### src/rtl/fetch_queue.sv
// Instruction prefetch queue: sequential fetches over a read/valid memory port,
// buffered with their PCs in a DEPTH-entry FIFO. Define FETCH_QUEUE_BYPASS_EN to forward into an empty queue.
module fetch_queue #(
    parameter int          DEPTH    = 4,
    parameter logic [31:0] RESET_PC = 32'h0000_0000
) (
    input  logic                     clock_in,
    input  logic                     reset_in,
    input  logic                     halt_in,
    input  logic                     flush_in,
    input  logic [31:0]              flush_addr_in,
    output logic [31:0]              mem_addr_out,
    output logic                     mem_read_out,
    input  logic                     mem_valid_in,
    input  logic [31:0]              mem_data_in,
    output logic                     ins_valid_out,
    output logic [31:0]              ins_data_out,
    output logic [31:0]              ins_pc_out,
    input  logic                     ins_ready_in,
    output logic [$clog2(DEPTH):0]   count_out
);

    localparam int PW = $clog2(DEPTH);
    localparam int CW = PW + 1;

    typedef enum logic [1:0] {
        ST_IDLE    = 2'd0,
        ST_WAIT    = 2'd1,
        ST_DISCARD = 2'd2
    } state_e;

    state_e          state_q, state_d;
    logic [31:0]     fetch_pc_q, fetch_pc_d;
    logic [31:0]     mem_addr_q, mem_addr_d;

    logic [31:0]     data_mem_q [DEPTH];
    logic [31:0]     pc_mem_q   [DEPTH];
    logic [PW-1:0]   rd_ptr_q, rd_ptr_d;
    logic [PW-1:0]   wr_ptr_q, wr_ptr_d;
    logic [CW-1:0]   count_q, count_d;
    logic            valid_q, valid_d;
    logic [31:0]     head_data_q, head_data_d;
    logic [31:0]     head_pc_q, head_pc_d;

    logic            resp_ok;
    logic            byp_active;
    logic            byp_take;
    logic            push;
    logic            pop;
    logic [CW-1:0]   cnt_after_pop;

    // A response only counts when it completes a live (non-discarded) request and no flush cancels it.
    assign resp_ok = (state_q == ST_WAIT) && mem_valid_in && !flush_in;

`ifdef FETCH_QUEUE_BYPASS_EN
    assign byp_active = (count_q == '0) && resp_ok;
`else
    assign byp_active = 1'b0;
`endif

    assign byp_take = byp_active && ins_ready_in;
    assign push     = resp_ok && !byp_take;
    assign pop      = valid_q && ins_ready_in && !flush_in;

    always_comb begin
        state_d    = state_q;
        fetch_pc_d = fetch_pc_q;
        mem_addr_d = mem_addr_q;
        case (state_q)
            ST_IDLE: begin
                if (!halt_in && !flush_in && (count_q < CW'(DEPTH))) begin
                    state_d    = ST_WAIT;
                    mem_addr_d = fetch_pc_q;
                end
            end
            ST_WAIT: begin
                if (mem_valid_in) begin
                    state_d = ST_IDLE;
                    if (!flush_in) begin
                        fetch_pc_d = fetch_pc_q + 32'd4;
                    end
                end else if (flush_in) begin
                    state_d = ST_DISCARD;
                end
            end
            ST_DISCARD: begin
                if (mem_valid_in) begin
                    state_d = ST_IDLE;
                end
            end
            default: begin
                state_d = ST_IDLE;
            end
        endcase
        if (flush_in) begin
            fetch_pc_d = flush_addr_in;
        end
    end

    always_comb begin
        rd_ptr_d      = rd_ptr_q;
        wr_ptr_d      = wr_ptr_q;
        count_d       = count_q;
        valid_d       = valid_q;
        head_data_d   = head_data_q;
        head_pc_d     = head_pc_q;
        cnt_after_pop = count_q - CW'(pop);
        if (flush_in) begin
            rd_ptr_d = '0;
            wr_ptr_d = '0;
            count_d  = '0;
            valid_d  = 1'b0;
        end else begin
            if (push) begin
                wr_ptr_d = wr_ptr_q + PW'(1);
            end
            if (pop) begin
                rd_ptr_d = rd_ptr_q + PW'(1);
            end
            count_d = count_q + CW'(push) - CW'(pop);
            valid_d = (count_d != '0);
            // The head register shows the next entry; an empty queue keeps the last one shown.
            if (count_d != '0) begin
                if (cnt_after_pop == '0) begin
                    head_data_d = mem_data_in;
                    head_pc_d   = fetch_pc_q;
                end else begin
                    head_data_d = data_mem_q[rd_ptr_d];
                    head_pc_d   = pc_mem_q[rd_ptr_d];
                end
            end else if (byp_take) begin
                head_data_d = mem_data_in;
                head_pc_d   = fetch_pc_q;
            end
        end
    end

    always_ff @(posedge clock_in) begin
        if (reset_in) begin
            state_q     <= ST_IDLE;
            fetch_pc_q  <= RESET_PC;
            mem_addr_q  <= RESET_PC;
            rd_ptr_q    <= '0;
            wr_ptr_q    <= '0;
            count_q     <= '0;
            valid_q     <= 1'b0;
            head_data_q <= '0;
            head_pc_q   <= '0;
        end else begin
            state_q     <= state_d;
            fetch_pc_q  <= fetch_pc_d;
            mem_addr_q  <= mem_addr_d;
            rd_ptr_q    <= rd_ptr_d;
            wr_ptr_q    <= wr_ptr_d;
            count_q     <= count_d;
            valid_q     <= valid_d;
            head_data_q <= head_data_d;
            head_pc_q   <= head_pc_d;
        end
    end

    // Storage carries no reset; entries are only read once written.
    always_ff @(posedge clock_in) begin
        if (push) begin
            data_mem_q[wr_ptr_q] <= mem_data_in;
            pc_mem_q[wr_ptr_q]   <= fetch_pc_q;
        end
    end

    assign mem_read_out = (state_q != ST_IDLE);
    assign mem_addr_out = mem_addr_q;
    assign count_out    = count_q;

`ifdef FETCH_QUEUE_BYPASS_EN
    assign ins_valid_out = byp_active ? 1'b1        : valid_q;
    assign ins_data_out  = byp_active ? mem_data_in : head_data_q;
    assign ins_pc_out    = byp_active ? fetch_pc_q  : head_pc_q;
`else
    assign ins_valid_out = valid_q;
    assign ins_data_out  = head_data_q;
    assign ins_pc_out    = head_pc_q;
`endif

endmodule

### config.mk
export PLATFORM = sky130hd
export DESIGN_NAME = fetch_queue
export DESIGN_NICKNAME = d
export VERILOG_FILES = /design/src/rtl/fetch_queue.sv
export SDC_FILE = /design/constraint.sdc
export NUM_CORES = 1
export LEC_CHECK = 0
export CORE_ASPECT_RATIO = 1.4
export CORE_MARGIN = 5
export CORE_UTILIZATION = 45
export CTS_CLUSTER_SIZE = 14
export DETAILED_ROUTE_END_ITERATION = 10
export PLACE_DENSITY_LB_ADDON = 0.2
export SYNTH_ARGS = -nofsm -noshare
export SYNTH_HDL_FRONTEND = slang
export SYNTH_SLANG_ARGS = --single-unit
### constraint.sdc
create_clock -name clock_in -period 8.3 [get_ports clock_in]
set_clock_uncertainty 0.2 [all_clocks]
set_input_delay 1.66 -clock clock_in [delete_from_list [all_inputs] [get_ports clock_in]]
set_output_delay 1.66 -clock clock_in [all_outputs]
set_load 0.02 [all_outputs]
==> results of run 1 <==
## state kept, by name (all words and copies together), names as in the netlist
name,cells
count_out,3
ins_valid_out,1
rd_ptr_q,2
data_mem_q,128
ins_data_out,32
wr_ptr_q,2
pc_mem_q,128
ins_pc_out,32
fetch_pc_q,32
mem_addr_out,32
state_q,2
## tightest hold or removal path, stage by stage, from the launching register on
cell and delay, ns:
dfxtp_1 0.31, nand2_1 0.05, a21oi_1 0.05
## final timing paths
check / startpoint / end
setup reg to reg: state_q[0] / ins_data_out[12]
hold reg to reg: mem_addr_out[0] / mem_addr_out[0]
setup / recovery: flush_in / ins_data_out[12]
hold / removal: mem_addr_out[0] / mem_addr_out[0]
## synthesized netlist by cell type (2+ instances only)
library cell	n
nor4_1	2
nand4_2	2
and3_1	6
nor3_1	9
a211oi_2	6
buf_4	13
nor2_1	107
nand4b_1	4
buf_1	9
nand2b_1	64
edfxtp_1	256
and2_1	6
a21oi_1	38
xor2_1	21
dfxtp_1	138
mux2i_1	6
nand2_1	401
xnor2_1	15
a211oi_1	16
mux4_2	63
nand4_1	75
nor2b_1	2
ha_1	6
nand3b_1	3
nand3_1	133
and4_1	2
o22ai_1	2
inv_1	7
clkbuf_1	70
buf_2	36
a311oi_1	64
## logic make-up after synthesis
logic type,after synthesis,share of synthesized area
AND/OR/NAND/NOR,826,0.214
flip-flops,394,0.589
buffers and inverters,137,0.0347
AO/OA/AOI/OAI,131,0.0559
multiplexers,70,0.0840
XOR/XNOR,36,0.0178
adder cells (fa/ha/maj),7,0.00536
## layout make-up
type	count	area [um^2]	share of cell area
clock inverter	14	136	0.00649
sequential	394	10500	0.498
inverter	8	30.0	0.00143
clock buffer	58	1170	0.0557
tap	528	661	0.0314
multi-input combinational	1070	6740	0.321
timing repair buffer	185	1810	0.0862
## metal layers
metal	up-vias	global-route usage	wire [um]
li1	6018	-	-
met1	6269	0.261	18600
met2	390	0.368	23200
met3	78	0.0340	2730
met4	0	0.0601	1010
met5	-	0	0
## stage by stage
stage,power (mW),util,std cells,hold WS [ns]
2_1_floorplan,2.29,-,1601,0.255
3_3_place_gp,2.39,0.503,2185,0.245
3_5_place_dp,2.40,0.503,2185,0.249
4_1_cts,4.19,0.536,2257,0.258
5_1_grt,4.28,0.536,2257,0.279
6_report,4.14,0.536,2257,0.253
## where the power goes
part	total (mW)	leakage, nW	internal (mW)	switching [mW]
sequential	2.16	3.43	2.12	0.0419
clock	1.79	0.632	1.04	0.747
combinational	0.194	2.71	0.0864	0.108
total	4.14	6.77	3.25	0.896
==> impl_metrics.prom, run 1 <==
# TYPE chip_impl_metric gauge
chip_impl_info{name="tritoncts",value="done"} 1
chip_impl_metric{name="detailed_place.area",unit="um^2"} 19700
chip_impl_metric{name="core-area",unit="um^2"} 39200
chip_impl_metric{name="finalWirelength",unit="um"} 45500
chip_impl_metric{name="clkTransAtPathRegs",unit="ns"} 0.06
chip_impl_metric{name="drive_gt1_frac",unit=""} 0.0966
chip_impl_metric{name="antenna_left",unit=""} 0
chip_impl_metric{name="buffer_ports.inserted",unit=""} 170
chip_impl_metric{name="peakVddDrop",unit="uV"} 132
chip_impl_metric{name="drc",unit=""} 0
chip_impl_metric{name="grt_antenna_before_repair",unit=""} 0
chip_impl_metric{name="die_area",unit="um^2"} 43600
chip_impl_info{name="synth.largest_area_cell",value="edfxtp_1"} 1
chip_impl_metric{name="timing.reg2reg.setup_slack",unit="ns"} 4.60
chip_impl_metric{name="timing.final.crit_share",unit=""} 0.596
chip_impl_info{name="classification_of_the_worst_slack_hold_path",value="reg2reg"} 1
chip_impl_metric{name="setup_violations",unit=""} 0
chip_impl_metric{name="tritoncts_num_sinks",unit=""} 394
chip_impl_info{name="clockRootBuffer",value="clkbuf_16"} 1
chip_impl_metric{name="synth_warnings",unit=""} 0
chip_impl_metric{name="final_max_slew_viol_count",unit=""} 0
chip_impl_metric{name="worst_slack_at_placement",unit="ns"} 2.82
chip_impl_metric{name="layout.filler_cells",unit=""} 3413
chip_impl_metric{name="grt_first_pass_wirelength",unit="um"} 71300
chip_impl_metric{name="groute.usage.overall",unit=""} 0.207
chip_impl_metric{name="maxCapViolations",unit=""} 0
chip_impl_metric{name="drt-vias-per-instance",unit=""} 5.65
chip_impl_metric{name="numCtsBuffers",unit=""} 40
chip_impl_metric{name="antennaDiodeCount",unit=""} 0
chip_impl_info{name="cell_by_cell_trace_of_the_critical_path",value="clkdlybuf4s50_1, buf_4, and3b_4, and2_1, fa_1, xor2_1, xnor2_1, a31oi_4, buf_4, nor2_1, a311oi_1"} 1
chip_impl_info{name="crit_type",value="in2reg"} 1
chip_impl_metric{name="period_needed",unit="ns"} 4.95
chip_impl_info{name="worst_path_dominant_cell_family",value="buffers and inverters"} 1
chip_impl_info{name="critical_path.endpoint_type",value="flop"} 1
chip_impl_metric{name="die_y",unit="um"} 245
chip_impl_metric{name="critical_path_buf_inv_count",unit=""} 3
chip_impl_metric{name="dp.final_hpwl",unit="um"} 25500
chip_impl_metric{name="worstPathArrival",unit="ns"} 5.18
chip_impl_info{name="final_cell_mix",value="401 x nand2_1, 256 x edfxtp_1, 169 x clkdlybuf4s50_1, 136 x dfxtp_1, 133 x nand3_1"} 1
chip_impl_metric{name="vias",unit=""} 12800
chip_impl_metric{name="first_global_vias",unit=""} 12900
chip_impl_info{name="cpMaxStageDelayCell",value="buf_4"} 1
chip_impl_metric{name="slew-limit-headroom",unit=""} 0.233
chip_impl_metric{name="worst_skew_pair_later_pin_latency",unit="ns"} 0.54
chip_impl_metric{name="postSynthCellCount",unit=""} 1601
chip_impl_metric{name="final_area",unit="um^2"} 21000
chip_impl_metric{name="timing.critical_path.required",unit="ns"} 8.53
chip_impl_metric{name="average_instance_area_after_synthesis",unit="um^2"} 11.1
chip_impl_metric{name="cts.repair.resized",unit=""} 0
chip_impl_metric{name="min_delay_path_depth",unit=""} 2
chip_impl_metric{name="maxClockFrequency",unit="GHz"} 0.202
chip_impl_metric{name="globalRouteOverflowTotal",unit=""} 0
chip_impl_info{name="layout_commonest_cell",value="nand2_1"} 1
chip_impl_metric{name="post-cts-setup-buffer-count",unit=""} 0
chip_impl_metric{name="nNetsFinal",unit=""} 1776
chip_impl_metric{name="worst-path-stages",unit=""} 11
chip_impl_metric{name="cts_buffer_depth",unit=""} 3
chip_impl_metric{name="detailedRoute.firstPassIterationCount",unit=""} 5
chip_impl_metric{name="worst_path_largest_cell_delay",unit="ns"} 0.75
chip_impl_metric{name="overall_die_width",unit="um"} 178
chip_impl_metric{name="synth.distinct_cells",unit=""} 50
chip_impl_metric{name="cts_htree_levels",unit=""} 2
chip_impl_metric{name="gp_congestion",unit=""} 0.774
chip_impl_info{name="crit_path_frequent_cell",value="buf_4"} 1
chip_impl_metric{name="number_of_cells_on_the_worst_reg_to_reg_path",unit=""} 12
chip_impl_metric{name="postSynth.asyncResetShare",unit=""} 0
chip_impl_metric{name="cts.hold.buffers_added",unit=""} 0
chip_impl_metric{name="synthesis.nets",unit=""} 1678
chip_impl_metric{name="num_rows",unit=""} 86
chip_impl_metric{name="synthToLayoutAreaGrowth",unit="%"} 18.4
chip_impl_metric{name="grt_start_max_net_pins",unit=""} 88
chip_impl_metric{name="timing.setup.tns",unit="ns"} 0
chip_impl_metric{name="drt_iter0_markers",unit=""} 890
chip_impl_metric{name="power_per_cell_area",unit="nW/um^2"} 197
chip_impl_metric{name="ios",unit=""} 171
chip_impl_metric{name="initial_utilization",unit=""} 0.453
chip_impl_metric{name="synth_edf_count",unit=""} 256
chip_impl_metric{name="post_synthesis_sequential_area_ratio",unit=""} 0.589
chip_impl_metric{name="synth.cell_area",unit="um^2"} 17700
chip_impl_metric{name="power.static_leakage",unit="nW"} 6.77
chip_impl_info{name="rsz_0062_raised_after_global_routing",value="no"} 1
chip_impl_metric{name="timing_worst_slew_pin_value",unit="ns"} 1.15
chip_impl_metric{name="synth.ff_latch_count",unit=""} 394
chip_impl_metric{name="synth.top_cell.area_share",unit=""} 0.433
chip_impl_metric{name="finalHoldViolations",unit=""} 0
chip_impl_metric{name="postLayoutSetupSlackWorst",unit="ns"} 3.35
chip_impl_metric{name="crit_path_max_fanout",unit=""} 83
chip_impl_info{name="status",value="finished, final reports clean"} 1
chip_impl_info{name="startpoint_type",value="primary input"} 1
chip_impl_metric{name="drt_wl_cell",unit="um"} 20.2
chip_impl_info{name="dominant_cells_by_area_after_synthesis",value="edfxtp_1 43%, dfxtp_1 16%, nand2_1 8.5%"} 1
chip_impl_info{name="synth_top_flop_cell",value="edfxtp_1"} 1
Note: power is estimated with default switching activity, not from simulation.
==> run 2: changes to the inputs <==
Clock period 8.3 ns to 4.2 ns, I/O delays scaled along.
==> run 2 against run 1 <==
Against the previous run: non-clock buffer count up 19; critical path depth grew 2; cell count is 0.75% higher; final area rose by 0.82%.
==> impl_metrics.prom, run 2 (synthesis results as in run 1) <==
# TYPE chip_impl_metric gauge
chip_impl_metric{name="die_y",unit="um"} 245
chip_impl_metric{name="maxClockFrequency",unit="GHz"} 0.281
chip_impl_info{name="critical_path.endpoint_type",value="flop"} 1
chip_impl_metric{name="maxCapViolations",unit=""} 0
chip_impl_metric{name="finalHoldViolations",unit=""} 0
chip_impl_metric{name="timing.critical_path.required",unit="ns"} 4.44
chip_impl_metric{name="grt_antenna_before_repair",unit=""} 0
chip_impl_metric{name="drc",unit=""} 0
chip_impl_metric{name="drt_wl_cell",unit="um"} 20.0
chip_impl_metric{name="antenna_left",unit=""} 0
chip_impl_metric{name="cts_htree_levels",unit=""} 2
chip_impl_metric{name="power.static_leakage",unit="nW"} 6.85
chip_impl_info{name="crit_type",value="in2reg"} 1
chip_impl_metric{name="tritoncts_num_sinks",unit=""} 394
chip_impl_metric{name="drive_gt1_frac",unit=""} 0.0985
chip_impl_metric{name="ios",unit=""} 171
chip_impl_metric{name="overall_die_width",unit="um"} 178
chip_impl_metric{name="worstPathArrival",unit="ns"} 3.79
chip_impl_metric{name="worst_hold_slack",unit="ns"} 0.259
chip_impl_metric{name="final_max_slew_viol_count",unit=""} 0
chip_impl_metric{name="vias",unit=""} 12800
chip_impl_info{name="final_cell_mix",value="401 x nand2_1, 256 x edfxtp_1, 169 x clkdlybuf4s50_1, 136 x dfxtp_1, 133 x nand3_1"} 1
chip_impl_metric{name="drt_iter0_markers",unit=""} 776
chip_impl_metric{name="cts.repair.resized",unit=""} 0
chip_impl_metric{name="post-cts-setup-buffer-count",unit=""} 0
chip_impl_metric{name="groute.usage.overall",unit=""} 0.206
chip_impl_metric{name="die_area",unit="um^2"} 43600
chip_impl_metric{name="period_needed",unit="ns"} 3.55
chip_impl_metric{name="initial_utilization",unit=""} 0.453
chip_impl_metric{name="peakVddDrop",unit="uV"} 276
chip_impl_metric{name="detailedRoute.firstPassIterationCount",unit=""} 5
chip_impl_info{name="clockRootBuffer",value="clkbuf_16"} 1
chip_impl_metric{name="finalWirelength",unit="um"} 45400
chip_impl_metric{name="worst_skew_pair_later_pin_latency",unit="ns"} 0.54
chip_impl_info{name="status",value="finished, final reports clean"} 1
chip_impl_metric{name="synthToLayoutAreaGrowth",unit="%"} 19.3
chip_impl_metric{name="timing_worst_slew_pin_value",unit="ns"} 1.08
chip_impl_info{name="startpoint_type",value="primary input"} 1
chip_impl_metric{name="num_rows",unit=""} 86
chip_impl_metric{name="globalRouteOverflowTotal",unit=""} 0
chip_impl_metric{name="numCtsBuffers",unit=""} 40
chip_impl_metric{name="first_global_vias",unit=""} 12800
chip_impl_metric{name="setup_violations",unit=""} 0
chip_impl_info{name="largest_regs",value="data_mem_q: 128 flops, pc_mem_q: 128 flops"} 1
chip_impl_metric{name="power_per_cell_area",unit="nW/um^2"} 373
chip_impl_metric{name="gp_congestion",unit=""} 0.779
chip_impl_metric{name="nNetsFinal",unit=""} 1795
chip_impl_info{name="rsz_0062_raised_after_global_routing",value="no"} 1
chip_impl_metric{name="buffer_ports.inserted",unit=""} 170
chip_impl_metric{name="timing.final.crit_share",unit=""} 0.846
chip_impl_metric{name="dp.final_hpwl",unit="um"} 26900
chip_impl_metric{name="crit_path_max_fanout",unit=""} 52
chip_impl_info{name="layout_commonest_cell",value="nand2_1"} 1
chip_impl_metric{name="slew-limit-headroom",unit=""} 0.281
chip_impl_metric{name="grt_first_pass_wirelength",unit="um"} 71200
chip_impl_metric{name="finish.utilization",unit=""} 0.541
chip_impl_metric{name="clkTransAtPathRegs",unit="ns"} 0.06
chip_impl_info{name="classification_of_the_worst_slack_hold_path",value="reg2reg"} 1
chip_impl_metric{name="timing.setup.tns",unit="ns"} 0
chip_impl_metric{name="drt-vias-per-instance",unit=""} 5.65
chip_impl_metric{name="grt_start_max_net_pins",unit=""} 115
chip_impl_metric{name="core-area",unit="um^2"} 39200
chip_impl_metric{name="cts.hold.buffers_added",unit=""} 0
chip_impl_metric{name="antennaDiodeCount",unit=""} 0
chip_impl_metric{name="cts_buffer_depth",unit=""} 3
chip_impl_info{name="tritoncts",value="done"} 1
-- run 2: layer usage --
layer,share of wire,up-vias,global-route usage
met5,0,-,0
met1,0.41,6324,0.263
li1,-,6042,-
met3,0.059,72,0.0324
met2,0.51,403,0.361
met4,0.023,0,0.0621
-- run 2: path summary, 6_finish.rpt --
| path | from | to | slack [ns] | depth (start not counted) |
|---|---|---|---|---|
| worst max-delay path | mem_valid_in | ins_data_out[2] | 0.65 | 13 |
| worst min-delay path | mem_addr_out[26] | mem_addr_out[26] | 0.26 | 2 |
| worst max register to register | state_q[0] | ins_data_out[2] | 0.96 | 12 |
| worst min register to register | mem_addr_out[26] | mem_addr_out[26] | 0.26 | 2 |
-- run 2: layout make-up --
cell class,count,area (um^2)
Fill cell,3441,18000
Sequential cell,394,10500
Multi-Input combinational cell,1070,6740
Timing Repair Buffer,204,2120
Clock buffer,58,1120
Tap cell,528,661
Clock inverter,12,52.6
Inverter,8,30.0
-- run 2: through the flow --
stage	total power, mW	worst slack [ns]	std cells	area (um^2)
floorplan	4.52	0.717	1601	17700
global placement	4.73	0.207	2204	20000
detailed placement	4.74	0.103	2204	20000
CTS	8.00	0.675	2274	21200
global route	8.20	0.450	2274	21200
finish	7.91	0.645	2274	21200
-- run 2: power by group --
part	switching [mW]	internal [mW]	leakage, nW
Combinational	0.213	0.178	2.85
Clock	1.41	1.84	0.568
Sequential	0.0832	4.18	3.43
Total	1.71	6.20	6.85
-- run 2: worst max-delay path, stage by stage --
cell and delay (ns):
clkdlybuf4s50_1 0.50, nand3b_1 0.12, xnor2_1 0.15, nor2_1 0.10
ha_1 0.15, inv_1 0.05, fa_1 0.37, xor2_1 0.16
xnor2_1 0.19, a31oi_4 0.50, buf_12 0.31, nor2_1 0.07
a311oi_1 0.25
